### src/rtl/adc_read_ctrl.sv
// Serial ADC frame reader: drives cs/dclk, discards the status bit, and captures NCYC-1 data bits MSB first.
// Optional macro ADC_DRDY_EN adds a ready-wait (miso low) with timeout between SETUP and clocking.
module adc_read_ctrl #(
  parameter int DIV  = 4,
  parameter int NCYC = 25,
  parameter int TMO  = 1024
) (
  input  logic            clk_i,
  input  logic            rst_i,
  input  logic            start_i,
  input  logic            miso_i,
  output logic            cs_o,
  output logic            dclk_o,
  output logic [NCYC-2:0] data_o,
  output logic            valid_o,
  output logic            busy_o,
  output logic            err_o
);

  localparam int DW = NCYC - 1;
  localparam int CW = 5;

  typedef enum logic [2:0] {
    IDLE,
    SETUP,
`ifdef ADC_DRDY_EN
    WAIT_RDY,
`endif
    CLK_LO,
    CLK_HI,
    DONE
  } state_t;

  state_t          state, next_state;
  logic [7:0]      div_cnt;
  logic [CW-1:0]   cyc_cnt;
  logic [DW-1:0]   shreg;
  logic            div_last;
  logic            last_bit;
  logic            cs_d, dclk_d, busy_d, valid_d;

  assign div_last = (div_cnt == 8'(DIV - 1));
  assign last_bit = (cyc_cnt == CW'(NCYC - 1));

`ifdef ADC_DRDY_EN
  localparam int TW = $clog2(TMO + 1);
  logic [TW-1:0] tmo_cnt;
  logic          tmo_last;
  logic          err_d;

  assign tmo_last = (tmo_cnt == TW'(TMO - 1));
  assign err_d    = (state == WAIT_RDY) && miso_i && tmo_last;
`else
  assign err_o = 1'b0;
`endif

  // NOTE: outputs are registered from next_state so they switch on the same edge as the state.
  always_ff @(posedge clk_i or posedge rst_i) begin
    if (rst_i) begin
      state   <= IDLE;
      cs_o    <= 1'b1;
      dclk_o  <= 1'b0;
      busy_o  <= 1'b0;
      valid_o <= 1'b0;
    end else begin
      state   <= next_state;
      cs_o    <= cs_d;
      dclk_o  <= dclk_d;
      busy_o  <= busy_d;
      valid_o <= valid_d;
    end
  end

  // NOTE: next_state is defaulted to state first so no path leaves it unassigned (no latch).
  always_comb begin
    next_state = state;
    unique case (state)
      IDLE:     if (start_i) next_state = SETUP;
`ifdef ADC_DRDY_EN
      SETUP:    if (div_last) next_state = WAIT_RDY;
      WAIT_RDY: if (!miso_i) next_state = CLK_LO;
                else if (tmo_last) next_state = IDLE;
`else
      SETUP:    if (div_last) next_state = CLK_LO;
`endif
      CLK_LO:   if (div_last) next_state = CLK_HI;
      CLK_HI:   if (div_last) next_state = last_bit ? DONE : CLK_LO;
      DONE:     next_state = IDLE;
      default:  next_state = IDLE;
    endcase
  end

  always_comb begin
    cs_d    = 1'b1;
    dclk_d  = 1'b0;
    busy_d  = (next_state != IDLE);
    valid_d = (next_state == DONE);
    case (next_state)
      IDLE, DONE: cs_d = 1'b1;
      CLK_HI: begin
        cs_d   = 1'b0;
        dclk_d = 1'b1;
      end
      default:    cs_d = 1'b0;
    endcase
  end

  // Divider restarts on every state change so each dclk phase is a full DIV cycles.
  always_ff @(posedge clk_i or posedge rst_i) begin
    if (rst_i) begin
      div_cnt <= '0;
      cyc_cnt <= '0;
      shreg   <= '0;
      data_o  <= '0;
    end else begin
      if (state == IDLE || next_state != state) div_cnt <= '0;
      else                                      div_cnt <= div_cnt + 8'd1;

      if (state == IDLE && next_state == SETUP)  cyc_cnt <= '0;
      else if (state == CLK_HI && div_last)      cyc_cnt <= cyc_cnt + CW'(1);

      // miso is taken on the edge that raises dclk; bit 0 is the status bit.
      if (state == CLK_LO && div_last && cyc_cnt != '0)
        shreg <= {shreg[DW-2:0], miso_i};

      if (next_state == DONE) data_o <= shreg;
    end
  end

`ifdef ADC_DRDY_EN
  always_ff @(posedge clk_i or posedge rst_i) begin
    if (rst_i) begin
      tmo_cnt <= '0;
      err_o   <= 1'b0;
    end else begin
      err_o <= err_d;
      if (state == WAIT_RDY && next_state == WAIT_RDY) tmo_cnt <= tmo_cnt + TW'(1);
      else                                             tmo_cnt <= '0;
    end
  end
`endif

endmodule

### config.mk
export PLATFORM = sky130hd
export DESIGN_NAME = adc_read_ctrl
export DESIGN_NICKNAME = d
export VERILOG_FILES = /design/src/rtl/adc_read_ctrl.sv
export SDC_FILE = /design/constraint.sdc
export NUM_CORES = 1
export LEC_CHECK = 0
export CAP_MARGIN = 20
export CORE_MARGIN = 2
export CORE_UTILIZATION = 45
export CTS_BUF_LIST = sky130_fd_sc_hd__clkbuf_16
export DETAILED_ROUTE_END_ITERATION = 12
export PLACE_DENSITY = 0.66
export SETUP_SLACK_MARGIN = 0.2
export SLEW_MARGIN = 20
export SYNTH_ARGS = -nofsm -noshare
export SYNTH_HDL_FRONTEND = slang
export SYNTH_SLANG_ARGS = --single-unit
### constraint.sdc
create_clock -name clk_i -period 7.4 [get_ports clk_i]
set_input_delay 2.22 -clock clk_i [delete_from_list [all_inputs] [get_ports clk_i]]
set_output_delay 2.22 -clock clk_i [all_outputs]
set_load 0.005 [all_outputs]
Yosys cells after proc, flatten, opt, wreduce, memory -nomap -nowiden
Cells that the tools add are included.
Widths: inputs -> output; s select.
{ "op_classes": {"n_addsub": 2, "eq_ne": 9, "n_mux": 11, "reduce_logical": 11} }
{ "ops": {"columns": ["operator", "n"], "rows": [
  ["$mux 3", 5],
  ["$pmux 3 s4", 1],
  ["$mux 5", 2],
  ["$eq 3x2->1 const B", 3],
  ["$add 8x1->8 const B", 1],
  ["$eq 8x2->1 const B", 1],
  ["$mux 8", 1],
  ["$eq 3x1->1 const B", 2],
  ["$logic_not 3->1", 2],
  ["$add 5x1->5 const B", 1],
  ["$eq 5x5->1 const B", 1],
  ["$reduce_bool 5->1", 1],
  ["$logic_and 1x1->1", 4],
  ["$eq 3x3->1 const B", 1],
  ["$ne 3x3->1", 1],
  ["$reduce_bool 3->1", 1],
  ["$mux 1", 2],
  ["$reduce_bool 2->1", 1],
  ["$reduce_or 2->1", 1],
  ["$logic_or 1x1->1", 1]
]} }
{ "word_totals": {"reg_bits": 68, "elab_cells": 42} }

Logic depth before layout (Yosys ltp)
Gate-level depths: netlist of run 1.
{ "depth": {"depth_word": 7, "ltp_mapped": 7} }

Worst setup path before layout of run 1
No wires, ideal clock.
{ "synth_path": {"path_kind": "input to register", "start": "input start_i", "end": "register cyc_cnt[2]", "t_arrival_ps": 3111, "setup_slack_ps": 4155, "cell_stages": 4, "path_cell_list": "or4b_2 > clkbuf_1 > nand2b_1 > mux2i_1"} }
{ "synth_via": {"elab_chain_len": 5, "elab_cells_between_ends": 6} }
{ "synth_rtl": {"columns": ["item", "line", "source"], "rows": [
  ["start: declaration", "10", "input logic start_i,"],
  ["$mux 3 (*)", "78", "IDLE: if (start_i) next_state = SETUP;"],
  ["$pmux 3 s4 (*)", "77", "unique case (state)"],
  ["$eq 3x1->1 (*)", "119", "if (state == IDLE && next_state == SETUP) cyc_cnt <= '0;"],
  ["$logic_and 1x1->1 (*)", "119", null],
  ["$mux 5 / $reduce_bool 2->1 (equally long branches)", null, null],
  ["end signal: assignment", "120", "else if (state == CLK_HI && div_last) cyc_cnt <= cyc_cnt + CW'(1);"],
  ["end: declaration", "36", "logic [CW-1:0] cyc_cnt;"]
]} }
Mark *: on every way between the ends. The rest lies on a longest branch, timed or not.
A chain may end at the register's enable or synchronous reset.

Worst setup path in the final report of run 1
{ "layout_path": {"start": "register cs_o", "end": "output cs_o"} }
{ "layout_rtl": {"columns": ["item", "line", "source"], "rows": [
  ["start: declaration", "12", "output logic cs_o,"],
  ["start signal: assignment", "67", "cs_o <= cs_d;"]
]} }
No word-level cell between the ends.

==> results of run 1 <==
-- state kept, by name, indices dropped and copies added, names as in the netlist --
name     count
valid_o      1
busy_o       1
shreg       24
cs_o         1
data_o      24
dclk_o       1
div_cnt      8
cyc_cnt      5
state        3
-- cells by family after synthesis --
group / after synthesis / share of synthesized area (%)
AO/OA/AOI/OAI: 11 / 2.096
XOR/XNOR: 3 / 0.8984
adder cells (fa/ha/maj): 3 / 1.283
buffers and inverters: 17 / 3.807
flip-flops: 68 / 58.21
multiplexers: 53 / 22.75
other: 1 / 0.1282
AND/OR/NAND/NOR: 55 / 10.82
-- layout by cell type (no fill, tap or decap), types with 2 or more instances in the layout --
cell             Yosys  final
nor4_1               5      5
a21oi_1              4      4
clkdlybuf4s50_1      0     31
nor3b_1              2      2
mux2_2              28     28
or4b_2               2      2
clkinvlp_4           0      2
inv_1                5      5
o21ai_0              4      4
clkinv_2             0      3
ha_1                 3      3
nand2_1             10     10
a31oi_1              2      2
nand4_1              4      4
xor2_1               2      2
nor2_1               5      5
nand2b_1             5      5
buf_4                1      3
nand4b_1             2      2
dfrtp_1             67     67
mux2_4              20     20
nor3_1               6      6
clkbuf_16            0      9
nand3_1              6      6
or3_1                4      4
mux2i_1              5      5
-- how the worst max path moves through the flow --
stage / slack (ns) / cells past startpoint / endpoint / start
global route: 3.84 / 1 / cs_o / cs_o
detailed placement: 3.62 / 4 / cyc_cnt[3] / start_i
global placement: 3.67 / 4 / cyc_cnt[3] / start_i
CTS: 3.85 / 1 / cs_o / cs_o
floorplan: 3.47 / 1 / busy_o / rst_i
finish: 3.86 / 1 / cs_o / cs_o
-- area by class of cell --
cell class | count | area share (%)
flip-flops and latches | 68 | 48.37
inverters | 5 | 0.5330
clock inverters | 6 | 0.9595
well taps | 77 | 2.736
clock buffers | 9 | 6.397
repair buffers | 34 | 9.453
multi-input cells | 126 | 31.56
-- per-layer routing --
| layer | share of wire [%] | GRT usage (%) |
|---|---|---|
| met3 | 3.8 | 4.818 |
| met4 | 1.8 | 6.061 |
| met5 | 0 | 0 |
| met2 | 46 | 22.05 |
| met1 | 48 | 18.97 |
-- stage by stage --
| step | setup WS, ns | power (mW) | cells | instance area [sq um] |
|---|---|---|---|---|
| global route | 3.838 | 0.7861 | 325 | 3521 |
| floorplan | 3.470 | 0.3893 | 211 | 2925 |
| global placement | 3.672 | 0.3935 | 310 | 3262 |
| CTS | 3.848 | 0.7670 | 325 | 3521 |
| detailed placement | 3.622 | 0.3937 | 310 | 3262 |
| finish | 3.863 | 0.7568 | 325 | 3521 |
-- power breakdown --
group	total [mW]	internal, mW	leakage [nW]	switching, mW
clock	0.370	0.221	0.128	0.149
combinational	0.0112	0.00331	0.680	0.00787
sequential	0.376	0.374	0.895	0.00136
total	0.757	0.599	1.70	0.158
==> metrics.yaml, run 1 <==
run_status:
  outcome: "completed"
yosys:
  syn-instance-count: 211
  syn_area_per_cell_sq_um: 13.86
  synth_top_area_share_pct: 57.31
  seq_area_frac_synth_pct: 58.21
  async_flop_share_pct: 100.0
  synth.distinct_cells: 34
  ys_top_cells_by_count: "dfrtp_1, mux2_2, mux2_4"
  synth_area_leader_cell: "dfrtp_1"
  synth_most_common_cell: "dfrtp_1"
  synthFlopType: "dfrtp_1"
  synth_edf_count: 0
  synth-seq-cells: 68
  yosys_warnings: 0
  synthTopCellsByArea: "dfrtp_1, mux2_2, mux2_4, mux2i_1, buf_12"
  netlist_area_sq_um: 2925
  synth_fp_nets: 218
layout:
  nets: 251
  regArea_sq_um: 1703
  fill_cells: 544
  drive_gt1_share_pct: 28.23
  syn_to_final_growth_pct: 20.36
  multi_input_area_sq_um: 1111
  antenna_cells: 0
  final_core_util_pct: 55.77
placed_design:
  dp_hpwl_mm: 2.907
  port_buffers: 31
  place.gp.congestion: 0.7091
die:
  core_area_sq_um: 6314
  die_x_um: 84.63
  die_area_sq_um: 7161
  die_y_um: 84.63
  start_util_pct: 46.33
  ios: 33
  std_cell_rows: 29
sta:
  rsz0062_at_grt: "no"
  slew_headroom_pct: 43.21
  fmax_ghz: 0.2827
  timing.final.crit_share_pct: 47.80
  finClkSkew_ns: 0.009977
  fin_setup_tns_ns: 0
  fin_crit_ns: 3.537
  timing.hold.ws_ns: 0.5000
  setup_viol: 0
  tightest_slew_ns: 0.8518
  slew_violations: 0
  final-hold-violation-count: 0
clock_tree:
  post_cts.repair.setup_buffers: 0
  clkLatencyLatePin_ns: 0.33
  cts_root_buffer: "clkbuf_16"
  cts-resized-gates: 0
  cts_tree: "done"
  cts-htree-levels: 3
  path_clk_slew_ns: 0.05
  cts_sinks: 68
  clk_path_buf_depth: 2
  cts_buffers: 9
  hold_buffers: 0
detailed_routing:
  avgViaCountPerCell: 5.169
  first_iter_violations: 68
  drc: 0
  routed_wl_mm: 4.629
  wl_per_cell_um: 14.24
  ant_nets: 0
  first_pass_iters: 2
  vias: 1680
setup_path:
  required_ns: 5.18
  critical-path-top-delay-family: "flip-flops"
  worst_setup_path_end_kind: "primary output"
  regToRegEndpoint: "data_o[2]"
  r2r_cells: 5
  worst_path_max_delay_cell: "dfstp_2"
  path_cells: "clkdlybuf4s50_1"
  cp_num_buf_inv: 1
  arrival_ns: 1.32
  worstPathMaxFanout: 1
  cp-start-kind: "flop"
  r2r_start: "div_cnt[0]"
  critPathKind: "reg -> out"
  cpPeakStageDelay_ns: 0.51
  rrSetupSlack_ns: 4.91
global_route:
  grt_first_pass_wirelength_mm: 8.017
  grt_overflow: 0
  grt_max_degree: 69
  antenna_found_initial: 0
  grt_pass1_vias: 1679
  grt_usage_pct: 14.44
power:
  p_per_area_nw_per_um2: 214.9
  p_leak_nw: 1.703
  peakVddDrop_mv: 0.1225
min_path:
  min_to: "data_o[23]"
  min_path_cells: 1
  min_from: "shreg[23]"
  hold_path_class: "reg -> reg"
job:
  max-cap-violations: 0
No activity file was read; power rests on OpenSTA's default activity.
==> run 2, diff against run 1 <==
- PLACE_DENSITY: 0.66 -> 0.69
- clock period: 7.4 -> 2.85 ns (I/O delays scaled with it)
==> run 2 against run 1 <==
Final area rose by 2.0%. Via count up 3.5%. Critical path depth is 4 higher. Hold slack better by 0.0075 ns. Largest cell class unchanged. Clock power rose to 3.1 times the previous value. Setup slack worse by 3.5 ns. Core utilization grew 1.1 points. Critical endpoint is now data_o[23]. Sequential cell count is the same. Routed wire length up 2.1%.
==> metrics.yaml, run 2 (synthesis results as in run 1) <==
die:
  core_area_sq_um: 6314  # unchanged
  ios: 33  # unchanged
  die_x_um: 84.63  # unchanged
  die_y_um: 84.63  # unchanged
  start_util_pct: 46.33  # unchanged
  die_area_sq_um: 7161  # unchanged
  std_cell_rows: 29  # unchanged
global_route:
  use_met3_pct: 5.113  # +0.29 points
  grt_first_pass_wirelength_mm: 8.183  # +2.1%
  grt.busiest_layer: "met2"
  grt_pass1_vias: 1711  # +1.9%
  met1_usage_pct: 19.64  # +0.67 points
  grt_max_degree: 69  # unchanged
  grt_usage_pct: 14.59  # +0.15 points
  antenna_found_initial: 0  # unchanged
  grt_use_met2_pct: 21.62  # -0.43 points
  grt_overflow: 0  # unchanged
setup_path:
  worst_setup_path_end_kind: "flop"
  arrival_ns: 2.71  # +1.39 ns
  critPathKind: "reg -> reg"
  required_ns: 3.05  # -2.13 ns
  cp-start-kind: "flop"
  worstPathMaxFanout: 24  # +23
sta:
  fin_setup_tns_ns: 0  # unchanged
  tightest_slew_ns: 0.7322  # -0.1196 ns
  timing.final.crit_share_pct: 87.99
  setup_viol: 0  # unchanged
  final-hold-violation-count: 0  # unchanged
  timing.hold.ws_ns: 0.5075  # +0.007480 ns
  slew_violations: 0  # unchanged
  slew_headroom_pct: 51.08  # +7.9 points
  fmax_ghz: 0.3988
  rsz0062_at_grt: "no"
  worst_slack_ns: 0.3423  # -3.521 ns
  finClkSkew_ns: 0.005146  # -0.004832 ns
  fin_crit_ns: 2.508
power:
  p_clk_share_pct: 52.9  # +4.0 points
  p_switching_mw: 0.4020  # +150%
  p_int_mw: 1.736  # +190%
  p_per_area_nw_per_um2: 595.6  # +180%
  seqPwrFrac_pct: 45.6  # -4.0 points
  power.share.switching_pct: 18.80  # -2.1 points
  pwr-share-comb_pct: 1.5  # about the same
  p_leak_nw: 1.742  # +2.2%
  peakVddDrop_mv: 0.4175  # +240%
layout:
  top_regs: "data_o x24, shreg x24, div_cnt x8"
  nets: 252  # +0.40%
  antenna_cells: 0  # unchanged
  layout_common_cells: "dfrtp_1, clkdlybuf4s50_1, mux2_2"
  syn_to_final_growth_pct: 22.71
  drive_gt1_share_pct: 28.40  # +0.17 points
  layout_commonest_cell: "dfrtp_1"
  fill_cells: 534  # -1.8%
clock_tree:
  cts-resized-gates: 0  # unchanged
  clkLatencyLatePin_ns: 0.32  # about the same
  cts_buffers: 9  # unchanged
  cts_root_buffer: "clkbuf_16"
  cts_tree: "done"
  clk_path_buf_depth: 2  # unchanged
  post_cts.repair.setup_buffers: 0  # unchanged
  cts-htree-levels: 3  # unchanged
  cts_sinks: 68  # unchanged
  path_clk_slew_ns: 0.05  # about the same
  hold_buffers: 0  # unchanged
placed_design:
  post-place-ws_ns: 0.3630  # -3.259 ns
  dp_hpwl_mm: 3.043  # +4.7%
  port_buffers: 31  # unchanged
  place.gp.congestion: 0.7577  # +6.9%
detailed_routing:
  avgViaCountPerCell: 5.318  # +2.9%
  drc: 0  # unchanged
  vias: 1739  # +3.5%
  first_iter_violations: 122  # +79%
  first_pass_iters: 4  # +2
  routed_wl_mm: 4.727  # +2.1%
  ant_nets: 0  # unchanged
  wl_per_cell_um: 14.46  # +1.5%
run_status:
  outcome: "completed"
min_path:
  hold_path_class: "reg -> reg"
job:
  max-cap-violations: 0  # unchanged
==> run 2: worst paths after layout <==
kind	from	endpoint	slack (ns)	depth (start not counted)
setup / recovery	div_cnt[0]	data_o[23]	0.34	5
hold / removal	data_o[14]	data_o[14]	0.51	1
setup reg to reg	div_cnt[0]	data_o[23]	0.34	5
hold reg to reg	data_o[14]	data_o[14]	0.51	1
max in group asynchronous	rst_i	cs_o	1.60	3
min in group asynchronous	rst_i	shreg[0]	0.92	3
==> run 2: per-layer routing <==
layer,part of all wire [%],vias up,routed length [um]
met5,0,-,0
met4,1.0,0,49
met3,3.5,7,166
met2,47,29,2222
met1,48,876,2289
li1,-,827,-
==> run 2: layout make-up <==
cell class | instances | area (sq um) | share of cell area, %
inverters | 5 | 18.77 | 0.5228
clock inverters | 7 | 82.58 | 2.300
multi-input cells | 126 | 1111 | 30.95
repair buffers | 35 | 352.8 | 9.829
well taps | 77 | 96.34 | 2.684
clock buffers | 9 | 225.2 | 6.274
flip-flops and latches | 68 | 1703 | 47.44
==> run 2: through the flow <==
step / power [mW] / instances / area [sq um] / util [%]
2_1_floorplan: 1.011 / 211 / 2925 / -
3_3_place_gp: 1.024 / 311 / 3282 / 51.98
3_5_place_dp: 1.025 / 311 / 3282 / 51.98
4_1_cts: 2.169 / 327 / 3590 / 56.86
5_1_grt: 2.223 / 327 / 3590 / 56.86
6_report: 2.138 / 327 / 3590 / 56.86
==> run 2: power by group through the flow <==
stage          sequential [mW]  combinational [mW]  clock, mW
6_report                 0.975              0.0310       1.13
5_1_grt                  0.975              0.0363       1.21
4_1_cts                  0.975              0.0330       1.16
3_5_place_dp             0.992              0.0327          0
3_3_place_gp             0.992              0.0324          0
2_1_floorplan            0.991              0.0201          0
==> run 2: worst max-delay path: stages, from the launching register on <==
cell and delay, ns:
dfrtp_1 0.41, ha_1 0.27, or3b_2 0.55, or4b_1 0.53
buf_4 0.28, mux2_4 0.34
==> run 3, diff against run 2 <==
- CELL_PAD_IN_SITES_DETAIL_PLACEMENT: default -> 1
- CELL_PAD_IN_SITES_GLOBAL_PLACEMENT: default -> 2
- CORE_UTILIZATION: 45 -> 35
- PLACE_DENSITY: 0.69 -> default
- PLACE_DENSITY_LB_ADDON: default -> 0.1
==> run 3 against run 2 <==
Final area increased by 1.2%. Maximum frequency about the same. Sequential share of layout area decreased by 0.57 points. Total power increased by 0.54%. Routed wire length increased by 8.7%. Sequential cell count unchanged. Largest cell class unchanged. Count of clock-buffer cells in the layout unchanged. Global-route usage decreased by 1.5 points. Clock power about the same. Critical path type unchanged. Cell count increased by 8.9%. Combinational power increased by 2%.
==> metrics.yaml, run 3 (synthesis results as in run 1) <==
layout:
  fill_cells: 846  # +58%
  drive_gt1_share_pct: 28.29  # -0.11 points
  top_regs: "data_o x24, shreg x24, div_cnt x8"
  syn_to_final_growth_pct: 24.21
  layout_common_cells: "dfrtp_1, clkdlybuf4s50_1, mux2_2"
  final_core_util_pct: 44.44  # -12 points
  antenna_cells: 0  # unchanged
  nets: 253  # +0.40%
  layout_commonest_cell: "dfrtp_1"
detailed_routing:
  first_pass_iters: 4  # unchanged
  drc: 0  # unchanged
  avgViaCountPerCell: 4.795  # -9.8%
  first_iter_violations: 37  # -70%
  vias: 1707  # -1.8%
  wl_per_cell_um: 14.44  # -0.12%
  routed_wl_mm: 5.140  # +8.7%
  ant_nets: 0  # unchanged
power:
  p_switching_mw: 0.4135  # +2.9%
  p_leak_nw: 1.745  # +0.18%
  p_per_area_nw_per_um2: 591.6  # -0.67%
  peakVddDrop_mv: 0.2558  # -39%
  p_clk_share_pct: 53.2  # +0.3 points
  seqPwrFrac_pct: 45.4  # -0.2 points
  power.share.switching_pct: 19.24  # +0.43 points
  power_mw: 2.149  # +0.54%
  p_int_mw: 1.736  # about the same
  pwr-share-comb_pct: 1.5  # about the same
clock_tree:
  clkLatencyLatePin_ns: 0.32  # about the same
  path_clk_slew_ns: 0.05  # about the same
  cts-resized-gates: 0  # unchanged
  cts-htree-levels: 3  # unchanged
  cts_tree: "done"
  post_cts.repair.setup_buffers: 0  # unchanged
  cts_root_buffer: "clkbuf_16"
  cts_buffers: 9  # unchanged
  cts_sinks: 68  # unchanged
  hold_buffers: 0  # unchanged
  clk_path_buf_depth: 2  # unchanged
setup_path:
  worstPathMaxFanout: 24  # unchanged
  arrival_ns: 2.71  # about the same
  critPathKind: "reg -> reg"
  worst_setup_path_end_kind: "flop"
  cp-start-kind: "flop"
  required_ns: 3.05  # about the same
placed_design:
  place.gp.congestion: 0.7411  # -2.2%
  dp_hpwl_mm: 3.431  # +13%
  port_buffers: 31  # unchanged
  post-place-ws_ns: 0.3423  # -0.02067 ns
global_route:
  grt_use_met2_pct: 20.48  # -1.1 points
  use_met3_pct: 4.901  # -0.21 points
  grt.busiest_layer: "met2"
  met1_usage_pct: 16.79  # -2.8 points
  grt_max_degree: 49  # -29%
  grt_first_pass_wirelength_mm: 8.983  # +9.8%
  grt_overflow: 0  # unchanged
  grt_pass1_vias: 1808  # +5.7%
  grt_usage_pct: 13.08  # -1.5 points
  antenna_found_initial: 0  # unchanged
sta:
  timing.final.crit_share_pct: 87.96  # about the same
  rsz0062_at_grt: "no"
  fin_setup_tns_ns: 0  # unchanged
  slew_violations: 0  # unchanged
  setup_viol: 0  # unchanged
  worst_slack_ns: 0.3431  # +0.0008530 ns
  finClkSkew_ns: 0.003905  # -0.001240 ns
  fin_crit_ns: 2.507  # -0.0008530 ns
  final-hold-violation-count: 0  # unchanged
  fmax_ghz: 0.3989  # about the same
die:
  start_util_pct: 35.78  # -11 points
  die_y_um: 95.42  # +13%
  std_cell_rows: 33  # +14%
  ios: 33  # unchanged
  die_area_sq_um: 9105  # +27%
  die_x_um: 95.42  # +13%
  core_area_sq_um: 8175  # +29%
job:
  max-cap-violations: 0  # unchanged
run_status:
  outcome: "completed"
min_path:
  hold_path_class: "reg -> reg"
## run 3: layout make-up
type | instances | area (sq um) | share of cell area (%)
flip-flops and latches | 68 | 1703 | 46.87
well taps | 105 | 131.4 | 3.616
inverters | 5 | 18.77 | 0.5165
multi-input cells | 126 | 1111 | 30.58
repair buffers | 36 | 360.3 | 9.917
clock buffers | 9 | 225.2 | 6.198
clock inverters | 7 | 83.83 | 2.307
## run 3: routing by layer
layer,part of all wire [%],up-vias
met2,48,25
li1,-,818
met4,1.4,0
met3,3.5,7
met5,0,-
met1,47,857
## run 3: critical path: stages, from the launching register on
cell,delay (ns)
dfrtp_1,0.41
ha_1,0.27
or3b_2,0.55
or4b_1,0.53
buf_4,0.28
mux2_4,0.34
## run 3: worst paths after layout
path | from | end | slack [ns] | depth (start not counted)
min in group asynchronous | rst_i | dclk_o | 0.88 | 2
max in group asynchronous | rst_i | shreg[15] | 1.36 | 3
hold / removal | data_o[2] | data_o[2] | 0.51 | 1
hold reg to reg | data_o[2] | data_o[2] | 0.51 | 1
setup reg to reg | div_cnt[0] | data_o[12] | 0.34 | 5
setup / recovery | div_cnt[0] | data_o[12] | 0.34 | 5
## run 3: through the flow
stage / std cells / instance area [sq um] / hold slack, ns
floorplan: 211 / 2925 / 0.4751
global placement: 340 / 3324 / 0.4896
detailed placement: 340 / 3324 / 0.4964
CTS: 356 / 3633 / 0.5127
global route: 356 / 3633 / 0.5231
finish: 356 / 3633 / 0.5060
## run 3: power by group through the flow
stage          registers (mW)  clock network (mW)  logic (mW)
2_1_floorplan           0.991                   0      0.0201
3_3_place_gp            0.992                   0      0.0335
3_5_place_dp            0.992                   0      0.0339
4_1_cts                 0.975                1.19      0.0339
5_1_grt                 0.975                1.23      0.0367
6_report                0.975                1.14      0.0317
